`src/rtl/sc_regserializer.sv`:
```
// sc_regserializer: captures the general register one cycle after its load command and sends it as start/MSB-first data/stop frame.
// Define SC_REGSERIALIZER_PARITY_EN to insert an even-parity bit between the data and stop bits.
module sc_regserializer #(
    parameter int DATAWIDTH = 8,
    parameter int BITCYCLES = 4
) (
    input  logic                 SC_REGSERIALIZER_CLOCK_50,
    input  logic                 SC_REGSERIALIZER_RESET_InLow,
    input  logic                 SC_REGSERIALIZER_load_InLow,
    input  logic [DATAWIDTH-1:0] SC_REGSERIALIZER_data_InBUS,
    output logic                 SC_REGSERIALIZER_serial_Out,
    output logic                 SC_REGSERIALIZER_busy_Out,
    output logic                 SC_REGSERIALIZER_done_OutLow,
    output logic                 SC_REGSERIALIZER_overrun_Out
);
    localparam int CW = BITCYCLES > 1 ? $clog2(BITCYCLES) : 1;
    localparam int BW = DATAWIDTH > 1 ? $clog2(DATAWIDTH) : 1;
    localparam logic [CW-1:0] CMAX = CW'(BITCYCLES - 1);
    localparam logic [BW-1:0] BMAX = BW'(DATAWIDTH - 1);

    typedef enum logic [2:0] {
        IDLE, ARM, START, DATA,
`ifdef SC_REGSERIALIZER_PARITY_EN
        PARITY,
`endif
        STOP, END
    } state_t;

    state_t               state, state_n;
    logic [CW-1:0]        cnt, cnt_n;
    logic [BW-1:0]        bitc, bit_n;
    logic [DATAWIDTH-1:0] sh, sh_n;
    logic                 serial, serial_n, busy, busy_n, done, done_n, overrun, over_n;
    logic                 load, wrap;

    assign load = SC_REGSERIALIZER_load_InLow;
    assign wrap = cnt == CMAX;

`ifdef SC_REGSERIALIZER_PARITY_EN
    logic par, par_n;

    always_ff @(posedge SC_REGSERIALIZER_CLOCK_50) begin
        par <= !SC_REGSERIALIZER_RESET_InLow ? 1'b0 : par_n;
    end
`endif

    always_ff @(posedge SC_REGSERIALIZER_CLOCK_50) begin
        if (!SC_REGSERIALIZER_RESET_InLow) begin
            state   <= IDLE;
            cnt     <= '0;
            bitc    <= '0;
            sh      <= '0;
            serial  <= 1'b1;
            busy    <= 1'b0;
            done    <= 1'b1;
            overrun <= 1'b0;
        end else begin
            state   <= state_n;
            cnt     <= cnt_n;
            bitc    <= bit_n;
            sh      <= sh_n;
            serial  <= serial_n;
            busy    <= busy_n;
            done    <= done_n;
            overrun <= over_n;
        end
    end

    always_comb begin
        state_n  = state;
        cnt_n    = (state inside {IDLE, ARM, END}) || wrap ? '0 : cnt + 1'b1;
        bit_n    = bitc;
        sh_n     = sh;
        serial_n = serial;
        busy_n   = busy;
        done_n   = 1'b1;
        // a command seen while a frame is in flight is dropped, only flagged
        over_n   = overrun | (!load && state != IDLE);
`ifdef SC_REGSERIALIZER_PARITY_EN
        par_n    = par;
`endif
        case (state)
            IDLE: begin
                state_n = load ? IDLE : ARM;
                busy_n  = !load;
            end
            ARM: begin
                state_n  = START;
                sh_n     = SC_REGSERIALIZER_data_InBUS;
                serial_n = 1'b0;
                bit_n    = '0;
`ifdef SC_REGSERIALIZER_PARITY_EN
                par_n    = ^SC_REGSERIALIZER_data_InBUS;
`endif
            end
            START: if (wrap) begin
                state_n  = DATA;
                serial_n = sh[DATAWIDTH-1];
                sh_n     = sh << 1;
            end
            DATA: if (wrap && bitc == BMAX) begin
`ifdef SC_REGSERIALIZER_PARITY_EN
                state_n  = PARITY;
                serial_n = par;
`else
                state_n  = STOP;
                serial_n = 1'b1;
`endif
            end else if (wrap) begin
                bit_n    = bitc + 1'b1;
                serial_n = sh[DATAWIDTH-1];
                sh_n     = sh << 1;
            end
`ifdef SC_REGSERIALIZER_PARITY_EN
            PARITY: if (wrap) begin
                state_n  = STOP;
                serial_n = 1'b1;
            end
`endif
            STOP: if (wrap) begin
                state_n = END;
                busy_n  = 1'b0;
                done_n  = 1'b0;
            end
            END: state_n = IDLE;
            default: state_n = IDLE;
        endcase
    end

    assign SC_REGSERIALIZER_serial_Out  = serial;
    assign SC_REGSERIALIZER_busy_Out    = busy;
    assign SC_REGSERIALIZER_done_OutLow = done;
    assign SC_REGSERIALIZER_overrun_Out = overrun;
endmodule

```
`config.mk`:
```
export PLATFORM = sky130hd
export DESIGN_NAME = sc_regserializer
export DESIGN_NICKNAME = d
export VERILOG_FILES = /design/src/rtl/sc_regserializer.sv
export SDC_FILE = /design/constraint.sdc
export NUM_CORES = 1
export LEC_CHECK = 0
export ABC_AREA = 1
export CAP_MARGIN = 20
export CORE_MARGIN = 2
export CORE_UTILIZATION = 47
export DETAILED_ROUTE_END_ITERATION = 16
export PLACE_DENSITY_LB_ADDON = 0.3
export SYNTH_ARGS = -nofsm -noshare
export SYNTH_HDL_FRONTEND = slang
export SYNTH_SLANG_ARGS = --single-unit
```
`constraint.sdc`:
```
create_clock -name SC_REGSERIALIZER_CLOCK_50 -period 1.6 [get_ports SC_REGSERIALIZER_CLOCK_50]
set_input_delay 0.24 -clock SC_REGSERIALIZER_CLOCK_50 [delete_from_list [all_inputs] [get_ports SC_REGSERIALIZER_CLOCK_50]]
set_output_delay 0.24 -clock SC_REGSERIALIZER_CLOCK_50 [all_outputs]
set_load 0.005 [all_outputs]
```
==> summary.txt <==
Detailed routing
  – DRT antenna net count: 0
  – Wirelength per Cell: 10.2 µm
  – Pre-Repair DR Iteration Count: 4
  – 1st-iter DRT viols: 32
  – # DRC: 0
  – Vias per cell: 4.82
  – Vias: 973
  – Total wire length: 2070 µm

Pwr
  – Leakage: 0.000638 µW
  – Tot Pwr: 1880 µW
  – PwrDens: 1460 mW/mm²
  – Max rail drop VDD: 0.808 mV

Synth
  – Synth area leader: dfxtp_1
  – Mapped Nets: 172
  – Synth Area per Inst: 6.93 µm²
  – FF+latch count, synth: 20
  – Syn. warnings: 0
  – Mapped Area: 0.00109 mm²
  – Register area share after synthesis: 36.6%
  – Area share of the largest cell type after synthesis: 36.6%
  – Area contributors post-synth: dfxtp_1 (37%), nand2_1 (13%), inv_1 (7.5%), nor2_1 (7.2%), nand3_1 (5.0%)
  – Synth unique cells: 20
  – Mapped Cells: 158

Cells and area
  – ANT cells: 0
  – Final Util: 58.0%
  – Final-stage net count: 189
  – Post-route cell area: 0.00128 mm²
  – Layout cells sized above 1: 15.5%
  – Layout area overhead: 17.3%
  – Fillers: 213
  – Register Area: 400 µm²
  – Area of the multi-input gates: 578 µm²

Timing
  – Final worst slack: 0.165 ns
  – Post-route clock period utilization: 89.7%
  – Final setup viols: 0
  – Max-slew violations: 0
  – Min Tclk post-route: 1.43 ns
  – Actual slew at the worst max-slew pin: 0.364 ns
  – Worst Skew: 0.00862 ns
  – Slew headroom: 75.6%
  – Setup tns final: 0 ns
  – Fmax: 697 MHz
  – Final hold vios: 0
  – Unrepaired setup endpoints after global routing: no

Worst setup path
  – Worst r2r src: cnt[0]$_SDFF_PP0_
  – Crit Path Max Fanout: 15
  – CP Data Required Time: 1.84 ns
  – Crit. End Element: flop
  – Worst setup path startpoint: cnt[0]$_SDFF_PP0_
  – FF-to-FF path depth: 7
  – Reg2Reg Setup Slack: 0.17 ns
  – Startpoint types: flop
  – Critical Path Sink: sh[3]$_SDFFE_PN0P_
  – Reg2reg end: sh[3]$_SDFFE_PN0P_
  – Worst EP arrival: 1.68 ns
  – WS Path Type: flop to flop

Clock tree
  – Post-CTS sizing: 0
  – CTS max path bufs: 2
  – Inserted Clock Buffers: 3
  – CTS Sinks: 20
  – Worst-path clk slew: 0.12 ns
  – Hold buffers post-CTS: 0
  – Root Buffer: clkbuf_4
  – Clk_lat worst skew: 0.31 ns
  – Htree depth: 1
  – CTS tree: built
  – Postcts setup bufs: 0

Floorplanning
  – Initial core utilization: 49.5%
  – Area of the die: 0.00273 mm²
  – Die Wd: 52.3 µm
  – # rows: 17
  – Die height: 52.3 µm
  – I/O Pins: 15
  – Core Region: 0.00221 mm²

Worst hold path
  – HP Class: flop to flop

GRT
  – Largest net degree at the start of global routing: 17
  – Vias in the first global route: 843
  – Gr usage total: 17.5%
  – Initial antenna violation count: 0
  – First-pass GRT wire length: 3540 µm
  – Grt total ovfl: 0

Job
  – Max-cap violation count: 0

Placement
  – Placed inst area: 0.00125 mm²
  – Hpwl dp: 1500 µm
  – Post-Place Setup Slack: 0.208 ns
  – Gpl congestion: 0.859
  – IO Port Bufs: 14

Outcome
  – Status: complete, no violations
[Yosys cell counts]
cell type / count
inv_2: 1
o21ai_4: 1
a21oi_1: 4
nor2_4: 1
nand2_4: 4
nand2_2: 6
o21ai_0: 10
nor2_1: 21
inv_1: 22
dfxtp_1: 20
buf_12: 1
nand2_1: 39
buf_2: 2
o211ai_1: 1
nand3_2: 1
nand4_1: 1
ha_1: 3
a31oi_1: 1
nand3_1: 11
nor2_2: 8
[state kept, by name (all words and copies together), names as in the netlist]
signal	count
sh	8
bitc	3
SC_REGSERIALIZER_done_OutLow	1
cnt	2
SC_REGSERIALIZER_serial_Out	1
SC_REGSERIALIZER_overrun_Out	1
SC_REGSERIALIZER_busy_Out	1
state	3
[placed cells by master, fill, tap and decap left out, drive strengths merged]
cell           instances
nor2                  30
inv                   23
nand2                 49
o211ai                 1
a21oi                  4
clkdlybuf4s50         14
buf                    1
a31oi                  1
nand4                  1
dfxtp                 20
clkbuf                 4
ha                     3
o21ai                 11
nand3                 12
[power by group]
group / internal [µW] / switching [µW] / leakage (µW)
combinational: 322 / 494 / 0.000453
sequential: 657 / 104 / 0.000164
clock: 139 / 164 / 0.0000210
[worst max-delay path: stages (launching register included)]
cell,delay [ns]
dfxtp_1,0.35
ha_1,0.24
inv_1,0.16
o21ai_4,0.22
nand2_4,0.16
nand2_1,0.09
nand2_1,0.05
nor2_1,0.10
[cells by family (layout without fill, tap and decap cells)]
family | count (synthesis) | count (layout) | share of synthesized area, %
AO/OA/AOI/OAI | 17 | 17 | 9.14
adder cells (fa/ha/maj) | 3 | 3 | 3.43
AND/OR/NAND/NOR | 92 | 92 | 40.2
buffers and inverters | 26 | 42 | 10.6
flip-flops | 20 | 20 | 36.6
[final cells by class]
class	count	area share [%]
multi-input cells	112	45.0
flip-flops and latches	20	31.2
repair buffers	15	11.5
inverters	23	6.73
clock buffers	4	2.83
well taps	28	2.73
[routing by layer]
layer	vias to the layer above	routed length (µm)	GRT usage, %	share of wire (%)
li1	520	-	-	-
met1	428	994	22.2	48
met2	21	934	28.7	45
met3	4	103	2.57	5.0
met4	0	37	8.97	1.8
met5	-	0	0	0
[through the flow]
| step | instances | hold WS [ns] |
|---|---|---|
| global placement | 198 | 0.406 |
| finish | 202 | 0.431 |
| detailed placement | 198 | 0.414 |
| CTS | 202 | 0.432 |
| floorplan | 158 | 0.360 |
| global route | 202 | 0.451 |
[how the worst min path moves through the flow]
stage	from	end	slack, ns	cells past startpoint
2_1_floorplan	SC_REGSERIALIZER_RESET_InLow	bitc[2]$_SDFFE_PN0P_	0.36	2
3_3_place_gp	cnt[0]$_SDFF_PP0_	cnt[0]$_SDFF_PP0_	0.41	1
3_5_place_dp	cnt[0]$_SDFF_PP0_	cnt[0]$_SDFF_PP0_	0.41	1
4_1_cts	cnt[0]$_SDFF_PP0_	cnt[0]$_SDFF_PP0_	0.43	1
5_1_grt	cnt[0]$_SDFF_PP0_	cnt[0]$_SDFF_PP0_	0.45	1
6_report	cnt[0]$_SDFF_PP0_	cnt[0]$_SDFF_PP0_	0.43	1
Power figures use the tool's default switching activity.
